[src/rtl/mem_arbiter.sv]
// Shares one single-port memory between an instruction (I) and data (D) requester, with a
// one-outstanding-transaction FSM and a hang timeout. Define MEM_ARB_RR_EN for round-robin arbitration.
module mem_arbiter #(
  parameter int unsigned TIMEOUT = 255,
  parameter int unsigned CNT_W   = 8
) (
  input  logic        clk,
  input  logic        reset,

  input  logic        imem_req_ready,
  input  logic [31:0] imem_req_addr,
  output logic [31:0] imem_resp_data,
  output logic        imem_resp_valid,
  output logic        imem_resp_err,

  input  logic        dmem_req_ready,
  input  logic [31:0] dmem_req_addr,
  input  logic        dmem_req_write_enable,
  input  logic [31:0] dmem_req_write_data,
  input  logic [2:0]  dmem_req_data_width,
  output logic [31:0] dmem_resp_data,
  output logic        dmem_resp_valid,
  output logic        dmem_resp_err,

  output logic        mem_req_valid,
  input  logic        mem_req_ready,
  output logic [31:0] mem_req_addr,
  output logic        mem_req_we,
  output logic [31:0] mem_req_wdata,
  output logic [2:0]  mem_req_width,
  input  logic        mem_resp_valid,
  input  logic [31:0] mem_resp_data
);

  localparam bit             TimeoutEn   = (TIMEOUT != 0);
  localparam logic [CNT_W-1:0] TimeoutLast = CNT_W'(TIMEOUT - 1);
  localparam logic [2:0]     IWidth      = 3'b010;

  typedef enum logic [1:0] {StIdle, StIssue, StWait} state_e;

  state_e             state_q;
  logic               owner_d_q;  // 1: D owns the in-flight access, 0: I
  logic               mem_req_valid_q;
  logic [31:0]        mem_req_addr_q;
  logic               mem_req_we_q;
  logic [31:0]        mem_req_wdata_q;
  logic [2:0]         mem_req_width_q;
  logic [CNT_W-1:0]   cnt_q;

  logic any_req;
  logic grant_d;
  logic busy;
  logic done;
  logic timeout_hit;
  logic finish;

`ifdef MEM_ARB_RR_EN
  logic last_d_q;

  // On a tie, grant whichever port did not win last time.
  always_comb begin
    grant_d = dmem_req_ready & (~imem_req_ready | ~last_d_q);
  end
`else
  always_comb begin
    grant_d = dmem_req_ready;
  end
`endif

  always_comb begin
    any_req = imem_req_ready | dmem_req_ready;
    busy    = (state_q != StIdle);
    // A response counts in ISSUE only when it arrives together with the accept.
    done    = ((state_q == StWait) & mem_resp_valid) |
              ((state_q == StIssue) & mem_req_ready & mem_resp_valid);
    timeout_hit = TimeoutEn & busy & ~done & (cnt_q == TimeoutLast);
    finish      = done | timeout_hit;
  end

  always_comb begin
    imem_resp_valid = finish & ~owner_d_q;
    imem_resp_err   = timeout_hit & ~owner_d_q;
    imem_resp_data  = (done & ~owner_d_q) ? mem_resp_data : 32'h0;
    dmem_resp_valid = finish & owner_d_q;
    dmem_resp_err   = timeout_hit & owner_d_q;
    dmem_resp_data  = (done & owner_d_q) ? mem_resp_data : 32'h0;
  end

  always_ff @(posedge clk) begin
    if (reset) begin
      state_q         <= StIdle;
      owner_d_q       <= 1'b1;
      mem_req_valid_q <= 1'b0;
      mem_req_addr_q  <= 32'h0;
      mem_req_we_q    <= 1'b0;
      mem_req_wdata_q <= 32'h0;
      mem_req_width_q <= 3'b000;
      cnt_q           <= '0;
`ifdef MEM_ARB_RR_EN
      last_d_q        <= 1'b1;
`endif
    end else begin
      unique case (state_q)
        StIdle: begin
          if (any_req) begin
            owner_d_q       <= grant_d;
            mem_req_valid_q <= 1'b1;
            mem_req_addr_q  <= grant_d ? dmem_req_addr : imem_req_addr;
            mem_req_we_q    <= grant_d & dmem_req_write_enable;
            mem_req_wdata_q <= grant_d ? dmem_req_write_data : 32'h0;
            mem_req_width_q <= grant_d ? dmem_req_data_width : IWidth;
            cnt_q           <= '0;
            state_q         <= StIssue;
`ifdef MEM_ARB_RR_EN
            last_d_q        <= grant_d;
`endif
          end
        end
        StIssue: begin
          if (finish) begin
            mem_req_valid_q <= 1'b0;
            state_q         <= StIdle;
          end else if (mem_req_ready) begin
            mem_req_valid_q <= 1'b0;
            cnt_q           <= cnt_q + CNT_W'(1);
            state_q         <= StWait;
          end else begin
            cnt_q           <= cnt_q + CNT_W'(1);
          end
        end
        StWait: begin
          if (finish) begin
            state_q <= StIdle;
          end else begin
            cnt_q   <= cnt_q + CNT_W'(1);
          end
        end
        default: begin
          mem_req_valid_q <= 1'b0;
          state_q         <= StIdle;
        end
      endcase
    end
  end

  always_comb begin
    mem_req_valid = mem_req_valid_q;
    mem_req_addr  = mem_req_addr_q;
    mem_req_we    = mem_req_we_q;
    mem_req_wdata = mem_req_wdata_q;
    mem_req_width = mem_req_width_q;
  end

endmodule

[config.mk]
export PLATFORM = sky130hd
export DESIGN_NAME = mem_arbiter
export DESIGN_NICKNAME = d
export VERILOG_FILES = /design/src/rtl/mem_arbiter.sv
export SDC_FILE = /design/constraint.sdc
export NUM_CORES = 1
export LEC_CHECK = 0
export ABC_AREA = 1
export BUFFER_PORTS_ARGS = -buffer_cell sky130_fd_sc_hd__buf_2
export CAP_MARGIN = 20
export CORE_MARGIN = 2
export CORE_UTILIZATION = 30
export DETAILED_ROUTE_END_ITERATION = 10
export GPL_TIMING_DRIVEN = 0
export PLACE_DENSITY = 0.61
export SETUP_SLACK_MARGIN = 0.2
export SLEW_MARGIN = 0
export SYNTH_ARGS = -nofsm -noshare
export SYNTH_HDL_FRONTEND = slang
export SYNTH_SLANG_ARGS = --single-unit
[constraint.sdc]
create_clock -name clk -period 1.4 [get_ports clk]
set_input_delay 0.21 -clock clk [delete_from_list [all_inputs] [get_ports clk]]
set_output_delay 0.21 -clock clk [all_outputs]
set_load 0.01 [all_outputs]
# After elaboration in Yosys (flattened, before gate mapping)
# Cells that the tools add are included.
# word_totals
input_bits	138
wordCells	59
regBits	80
output_inout_bits	137
# classes
addsub	1
mux	17
eq_ne	7
bitwise_logic	18
reduce_logical	8
# op_table
cell	count
32-bit 2-to-1 mux	4
8-bit 2-to-1 mux	2
8-bit case mux with 2 select lines	1
1-bit AND	12
3-bit AND reduction	3
8-bit by 1-bit adder with 8-bit output, second input constant	1
8-bit == test, second input constant	1
2-bit 2-to-1 mux	4
2-bit inequality test, second input constant	3
2-bit case mux with 3 select lines	1
2-bit nonzero test	2
1-bit 2-to-1 mux	3
3-bit 2-to-1 mux	1
3-bit inequality test, second input constant	1
1-bit NOT	3
1-bit OR	3
1-bit case mux with 3 select lines	1
2-bit by 1-bit == test with 1-bit output, second input constant	1
2-bit == test, second input constant	1
2-bit logical NOT	1
2-bit AND reduction	1
2-bit OR reduction	1

# Depth between registers and ports, before layout
# Gate-level depths: netlist (run 1).
# logic_depth
depth_word	10
ltp_mapped	13

# Worst setup path after synthesis (run 1)
# OpenSTA, ideal clock, no wires.
# synth_path
path_type	reg-to-output
start	register state_q[0]
end	output imem_resp_data[10]
setup_slack_ns	-0.115
arrival_time_ns	1.305
required_time_ns	1.190
path_stages_with_launch	10
path_cell_list	dfxtp_1 > inv_1 > ha_1 > inv_1 > nand2_1 > nand2_1 > inv_1 > nand2_1 > buf_2 > nor2_1
# synth_via
elab_chain_cells	6
elab_cells_between_ends	8
classes_between	eq/ne: 2; mux: 1; bitwise: 5
# synth_rtl
item	line	rtl
start, declared	41	state_e state_q;
start signal, assigned	91	state_q <= StIdle;
start signal, assigned	113	state_q <= StIssue;
start signal, assigned	122	state_q <= StIdle;
2-bit by 1-bit == test with 1-bit output	75	((state_q == StIssue) & mem_req_ready & mem_resp_valid);
1-bit AND (2 in a row)	75	
1-bit OR (*)	74	done = ((state_q == StWait) & mem_resp_valid) |
1-bit AND (*)	83	imem_resp_data = (done & ~owner_d_q) ? mem_resp_data : 32'h0;
32-bit 2-to-1 mux (*)	83	
end, declared	12	output logic [31:0] imem_resp_data,
# Every way passes the cells marked *; elsewhere a longest branch is shown, timed or not.

# Final worst setup path (run 1)
# layout_path
start	register state_q[1]
end	output imem_resp_data[29]
# Same word-level chain as after synthesis.

==> key figures, run 1 <==
Final layout
  – Most frequent standard cell in the layout excluding fill and tap cells: sky130_fd_sc_hd__buf_2
  – Area added between synthesis and finish: 96.3%
  – Fill cell instance count of the final layout: 1141
  – Commonest cells after routing, fill and taps aside: sky130_fd_sc_hd__buf_2 (253), sky130_fd_sc_hd__dfxtp_1 (77), sky130_fd_sc_hd__inv_1 (75)
  – Final core utilization: 61.0%
  – Area occupied by multi-input gates: 0.00288 mm^2
  – Nets: about 1100
  – Area taken by flip-flops and latches: ~0.0016 mm^2
  – Share of layout cells above drive strength 1: 61.1%

STA
  – Final count of hold timing violations: 0
  – Highest Clock Rate: 0.525 GHz
  – Final worst clock skew: 0.00869 ns
  – RSZ-0062 raised after global routing: true
  – Count of pins over their slew limit: 0
  – Worst-Margin Slew: 0.710 ns
  – Relative slew slack: 52.7%
  – Post-route fraction of the period consumed by the critical path: 136%
  – Number of setup violations in the final report: between 100 and 150
  – Fin crit period: ~1.9 ns
  – Final total negative setup slack: -49.06 ns
  – Worst Slack Setup Final: -0.504 ns
  – Worst hold slack: 0.120 ns

Worst hold path
  – Hold Crit Depth: 3
  – Sink of the worst hold path: mem_req_wdata[6]$_SDFFE_PP0P_
  – Startpoint of the worst hold path: dmem_req_write_data[6]
  – Path category of the worst min-delay check: primary input to flop

Drt
  – Iteration-0 DRC count of the detailed router: 149
  – Count of nets left with antenna violations after detail routing: 0
  – DRC: 0
  – Total number of vias: around 5000
  – Vias per inst: between 4 and 5
  – Wire length per cell after detailed routing: 14.6 um
  – Routed WL: roughly 16000 um
  – DR pass1 iterations: 4

Yosys
  – Netlist area before placement: 0.00395 mm^2
  – Mapped Avg Cell Area: ~6.6 um^2
  – Number of different library cells in the post-synthesis netlist: 29
  – Proportion of synthesized chip area in sequential cells: 40.5%
  – Top post-synthesis cells by area: sky130_fd_sc_hd__dfxtp_1 (41%), sky130_fd_sc_hd__a21oi_1 (13%), sky130_fd_sc_hd__nor2_1 (11%)
  – Post-Synthesis Net Count: ~740
  – Post-Synthesis Cells: 600
  – Area share of the largest cell type after synthesis: 40.5%
  – Most area-hungry cell type in the Yosys netlist: sky130_fd_sc_hd__dfxtp_1
  – Yosys warning count: 0
  – Synthesized flop and latch total: 80

Setup path
  – Biggest fanout along the worst timing path: 10
  – End of the worst register-to-register path: cnt_q[0]$_SDFFE_PP0P_
  – Largest incremental delay on the critical path: 0.38 ns
  – CP startpoint kind: flop
  – Required time of the worst setup path: ~1.2 ns
  – Worst Reg-to-Reg Cells: 15
  – Crit-path slowest cell: sky130_fd_sc_hd__dfxtp_4
  – Startpoint of the lowest-slack register-to-register path: state_q[1]$_SDFFE_PP0P_
  – Critical Path End Type: primary output
  – Critical path cell sequence: inv_4 > ha_4 > nand2_2 > nand2_2 > nand2_4 > inv_8 > nand2_4 > buf_12 > nor2_4 > buf_4
  – Slack of the worst reg-to-reg path: -0.39 ns
  – Critical path class: flop to primary output
  – Arrival time of data at the critical path endpoint: 1.69 ns

Outcome
  – Violated checks: negative setup slack
  – Result of the run: complete, but fails checks

Clocking
  – Number of buffers added by the clock tree synthesis step: 9
  – Clock network latency to the later pin of the worst-skew pair: 0.33 ns
  – Clock tree from TritonCTS: done
  – TritonCTS Sinks: 80
  – Hold-fix buffer count after cts: 0
  – H-Tree Depth: 3
  – CTS Root Buffer Type: sky130_fd_sc_hd__clkbuf_16
  – Clock-pin slew of the registers on the worst-case setup and hold paths: 0.06 ns
  – CTS max path bufs: 2

Pwr
  – Worst IR drop on VDD: 993 uV
  – Ratio of total power to cell area: approximately 1700 mW/mm^2
  – Leak pwr: 0.00385 uW

Die
  – Die area: 0.0141 mm^2
  – Placement Rows: 41
  – Initial Util: 31.1%
  – Height of the die: between 100 and 150 um
  – Core outline area: 0.0127 mm^2
  – I/O pin count: ~280
  – Horiz. Die Dim: 119 um

Placement
  – Count of buffers from port buffering: 273
  – Hpwl dp: 10900 um
  – Post-Place Worst Slack: -0.280 ns
  – Final Wtd Congestion: 0.808

GRT
  – Total overflow reported by the global router: 0
  – Overall track demand over capacity in global routing: 19.9%
  – First-pass GRT wire length: 22800 um
  – Antenna violations before repair: 1
  – Via count of the first global-routing pass: around 4700
  – Maximum number of pins on one net before global-route repair: 14

Run
  – # Max-Cap Violations: 0
-- worst max path at each step --
| stage | start | endpoint | cells after the start |
|---|---|---|---|
| 2_1_floorplan | state_q[1]$_SDFFE_PP0P_ | imem_resp_data[10] | 9 |
| 3_3_place_gp | state_q[1]$_SDFFE_PP0P_ | dmem_resp_data[26] | 10 |
| 3_5_place_dp | state_q[0]$_SDFFE_PP0P_ | dmem_resp_data[26] | 10 |
| 4_1_cts | state_q[0]$_SDFFE_PP0P_ | dmem_resp_err | 11 |
| 5_1_grt | state_q[1]$_SDFFE_PP0P_ | imem_resp_data[26] | 10 |
| 6_report | state_q[1]$_SDFFE_PP0P_ | imem_resp_data[29] | 10 |
-- synthesized netlist by cell type, drive strengths merged --
cell	number
clkbuf	10
clkinv	1
buf	26
nor3	3
or2	1
a21oi	109
o221a	1
dfxtp	80
ha	5
o211ai	1
nand2	111
o21ai	36
nand4	3
nand3	6
xnor2	1
nor2	118
nor3b	1
inv	87
-- layout make-up --
class | count | area share (%)
repair buffers | 306 | 25.7
inverters | 88 | 4.84
clock inverters | 4 | 0.694
well taps | 172 | 2.77
flip-flops and latches | 80 | 20.8
repair inverters | 1 | 0.145
clock buffers | 12 | 3.05
plain buffers | 36 | 4.84
multi-input cells | 396 | 37.1
diodes | 1 | 0.0323
-- state kept, by name, indices dropped and copies added (netlist names) --
name,flops
mem_req_addr,32
mem_req_wdata,32
cnt_q,8
mem_req_width,3
state_q,2
mem_req_valid,1
mem_req_we,1
owner_d_q,1
-- metrics by stage --
stage / cells / instance area (um^2) / power [uW]
after CTS: 1075 / 6740 / 10900
final: 1096 / 7760 / 12800
after global routing: 1096 / 7760 / 13500
after detailed placement: 1045 / 6050 / 7760
after floorplan: 600 / 4470 / 6200
after global placement: 1045 / 6050 / 7750
-- report_power, final --
group | switching (uW) | internal, uW | total [uW]
Combinational | 3840 | 3340 | 7180
Clock | 956 | 1390 | 2350
Sequential | 416 | 2900 | 3310
Total | 5210 | 7620 | 12800
-- metal layers --
layer,GRT usage (%),wire length (um),vias up
met5,0,0,-
met4,6.70,267,0
met3,6.13,1150,15
met2,36.4,8320,193
met1,21.6,6230,2309
li1,-,-,2517
-- critical path: cells and delay by family (launching register included) --
family	cells	cell delay (ns)
buf+inv	4	0.44
flops	1	0.38
simple gates	5	0.38
fa+ha+maj	1	0.15
-- cells by family (layout without fill, tap and decap cells) --
family                     after synthesis  after routing  synth area share (%)
and+or+nand+nor                        243            243                  25.3
AOI/OAI and AO/OA                      147            147                  19.4
buffers and inverters                  124            447                  13.0
DFF                                     80             80                  40.5
adders and majority gates                5              5                  1.58
xor gates and xnor gates                 1              1                 0.222
other                                    0              1                     0
-- timing repair --
action | CTS | global route
endpoints found under the setup margin | 144 | 148
pin swaps | 8 | 17
setup buffers | 13 | 10
resized for setup | 64 | 193
cloned | 1 | 10
No activity file was read; power rests on OpenSTA's default activity.
==> run 2, diff against run 1 <==
--- a/config.mk
+++ b/config.mk
@@ -13,6 +13,7 @@
 export DETAILED_ROUTE_END_ITERATION = 10
 export GPL_TIMING_DRIVEN = 0
 export PLACE_DENSITY = 0.61
+export RECOVER_POWER = 100
 export SETUP_SLACK_MARGIN = 0.2
 export SLEW_MARGIN = 0
 export SYNTH_ARGS = -nofsm -noshare
==> run 2 against run 1 <==
The flow still finishes with violations (negative setup slack). Combinational power shrank 2%. Die area unchanged. Critical path depth unchanged. Largest cell class unchanged. First-iteration DRC count up 2.7%. Register-to-register slack about the same. Sequential cell count unchanged. Global-route usage stayed put. Power is 0.98% lower. Critical endpoint unchanged. Critical path type unchanged. Routed wire length shrank 0.33%.
==> key figures, run 2 (synthesis results as in run 1) <==
Final layout
  – Most frequent standard cell in the layout excluding fill and tap cells: sky130_fd_sc_hd__buf_2 (unchanged)
  – Area added between synthesis and finish: 94.1% (was 96.3%)
  – Commonest cells after routing, fill and taps aside: sky130_fd_sc_hd__buf_2 (184), sky130_fd_sc_hd__clkbuf_1 (80), sky130_fd_sc_hd__dfxtp_1 (77) (was sky130_fd_sc_hd__buf_2 (253), sky130_fd_sc_hd__dfxtp_1 (77), sky130_fd_sc_hd__inv_1 (75))
  – Final core utilization: 60.3% (was 61.0%)
  – Area occupied by multi-input gates: 0.00288 mm^2 (unchanged)
  – Share of layout cells above drive strength 1: 53.6% (was 61.1%)
  – Area taken by flip-flops and latches: 0.00161 mm^2 (unchanged)
  – Fill cell instance count of the final layout: 1178 (was 1141)
  – Nets: 1061 (unchanged)
  – Final standard cell count with taps included and fillers excluded: 1096 (unchanged)
  – Final std cell area, no fill: 0.00767 mm^2 (was 0.00776 mm^2)

STA
  – Worst hold slack: 0.121 ns (was 0.120 ns)
  – Worst-Margin Slew: 0.711 ns (was 0.710 ns)
  – Final total negative setup slack: -49.13 ns (was -49.06 ns)
  – Fin crit period: 1.91 ns (was 1.90 ns)
  – Worst Slack Setup Final: -0.506 ns (was -0.504 ns)
  – RSZ-0062 raised after global routing: true (unchanged)
  – Relative slew slack: 52.6% (was 52.7%)
  – Post-route fraction of the period consumed by the critical path: 136% (about the same)
  – Highest Clock Rate: 0.525 GHz (about the same)
  – Number of setup violations in the final report: 148 (unchanged)
  – Final worst clock skew: 0.00896 ns (was 0.00869 ns)
  – Count of pins over their slew limit: 0 (unchanged)
  – Final count of hold timing violations: 0 (unchanged)

Placement
  – Placed Instance Area: 0.00605 mm^2 (unchanged)
  – Number of placed instances with taps included: 1045 (unchanged)
  – Count of buffers from port buffering: 273 (unchanged)
  – Final Wtd Congestion: 0.808 (unchanged)
  – Hpwl dp: 10900 um (unchanged)

Clocking
  – Clock network latency to the later pin of the worst-skew pair: 0.34 ns (was 0.33 ns)
  – Clock-pin slew of the registers on the worst-case setup and hold paths: 0.06 ns (about the same)
  – Number of buffers added by the clock tree synthesis step: 9 (unchanged)
  – CTS Root Buffer Type: sky130_fd_sc_hd__clkbuf_16 (unchanged)
  – Clock tree from TritonCTS: done (unchanged)
  – H-Tree Depth: 3 (unchanged)
  – TritonCTS Sinks: 80 (unchanged)
  – CTS max path bufs: 2 (unchanged)

Setup path
  – Biggest fanout along the worst timing path: 10 (unchanged)
  – Arrival time of data at the critical path endpoint: 1.70 ns (was 1.69 ns)
  – CP startpoint kind: flop (unchanged)
  – Required time of the worst setup path: 1.19 ns (about the same)
  – Critical Path End Type: primary output (unchanged)
  – Critical path class: flop to primary output (unchanged)

Die
  – Core outline area: 0.0127 mm^2 (unchanged)
  – Die area: 0.0141 mm^2 (unchanged)
  – Initial Util: 31.1% (unchanged)
  – I/O pin count: 275 (unchanged)
  – Placement Rows: 41 (unchanged)
  – Horiz. Die Dim: 119 um (unchanged)
  – Height of the die: 119 um (unchanged)

Pwr
  – Worst IR drop on VDD: 989 uV (was 993 uV)
  – Leak pwr: 0.00358 uW (was 0.00385 uW)
  – Ratio of total power to cell area: 1660 mW/mm^2 (was 1650 mW/mm^2)

GRT
  – Via count of the first global-routing pass: 4714 (unchanged)
  – Total overflow reported by the global router: 0 (unchanged)
  – First-pass GRT wire length: 22800 um (unchanged)
  – Overall track demand over capacity in global routing: 19.9% (unchanged)
  – Antenna violations before repair: 1 (unchanged)
  – Maximum number of pins on one net before global-route repair: 14 (unchanged)

Drt
  – Wire length per cell after detailed routing: 14.5 um (was 14.6 um)
  – DRC: 0 (unchanged)
  – Iteration-0 DRC count of the detailed router: 153 (was 149)
  – Vias per inst: 4.58 (was 4.59)
  – Routed WL: 15900 um (was 16000 um)
  – Count of nets left with antenna violations after detail routing: 0 (unchanged)
  – DR pass1 iterations: 4 (unchanged)
  – Total number of vias: 5025 (was 5034)

Outcome
  – Violated checks: negative setup slack (unchanged)
  – Result of the run: complete, but fails checks (unchanged)

Worst hold path
  – Path category of the worst min-delay check: primary input to flop (unchanged)

Run
  – # Max-Cap Violations: 0 (unchanged)
## run 2: cell types whose count changed in the layout (fill, tap and decap cells not counted)
cell / change
sky130_fd_sc_hd__clkbuf_1: +69
sky130_fd_sc_hd__buf_2: -69
## run 2: power breakdown
| group | switching [uW] | internal (uW) |
|---|---|---|
| sequential | 427 | 2900 |
| clock | 956 | 1390 |
| combinational | 3840 | 3200 |
| total | 5220 | 7480 |
## run 2: stage by stage
step	setup slack [ns]	power, uW
3_3_place_gp	-0.264	7750
4_1_cts	-0.530	10900
3_5_place_dp	-0.280	7760
2_1_floorplan	-0.0628	6200
5_1_grt	-0.565	13400
6_report	-0.506	12700
## run 2: final cells by class
class                      count  area share [%]
tap                          172            2.81
sequential                    80            21.0
multi-input combinational    396            37.6
antenna                        1          0.0326
inverter                      88            4.89
timing repair buffer         306            24.9
timing repair inverter         1           0.147
buffer                        36            4.89
clock buffer                  12            3.08
clock inverter                 4           0.701
## run 2: worst paths after layout
kind	start	to	slack, ns	cells after the start
worst min-delay path	dmem_req_write_data[5]	mem_req_wdata[5]$_SDFFE_PP0P_	0.12	3
worst min register to register	mem_req_wdata[24]$_SDFFE_PP0P_	mem_req_wdata[24]$_SDFFE_PP0P_	0.46	2
worst max-delay path	state_q[1]$_SDFFE_PP0P_	imem_resp_data[29]	-0.51	10
worst max register to register	state_q[1]$_SDFFE_PP0P_	cnt_q[0]$_SDFFE_PP0P_	-0.39	15
## run 2: repair_timing
| item | 4_1_cts | 5_1_grt |
|---|---|---|
| cloned | 1 | 10 |
| pin swaps | 8 | 17 |
| resized for setup | 64 | 193 |
| buffers inserted | 13 | 10 |
| endpoints found under the setup margin | 144 | 148 |
| hold buffers | 0 | 0 |
## run 2: routing by layer
metal	up-vias	GRT usage (%)	share of wire, %
met2	193	36.4	52
li1	2516	-	-
met1	2301	21.6	39
met3	15	6.13	7.1
met4	0	6.70	1.7
met5	-	0	0
## run 2: worst max-delay path: stages (launching register included)
cell and delay, ns:
sky130_fd_sc_hd__dfxtp_4 0.38, sky130_fd_sc_hd__inv_4 0.05, sky130_fd_sc_hd__ha_4 0.15, sky130_fd_sc_hd__nand2_2 0.06, sky130_fd_sc_hd__nand2_2 0.05, sky130_fd_sc_hd__nand2_4 0.10, sky130_fd_sc_hd__inv_8 0.05, sky130_fd_sc_hd__nand2_4 0.13
sky130_fd_sc_hd__buf_12 0.19, sky130_fd_sc_hd__nor2_4 0.04, sky130_fd_sc_hd__buf_4 0.15
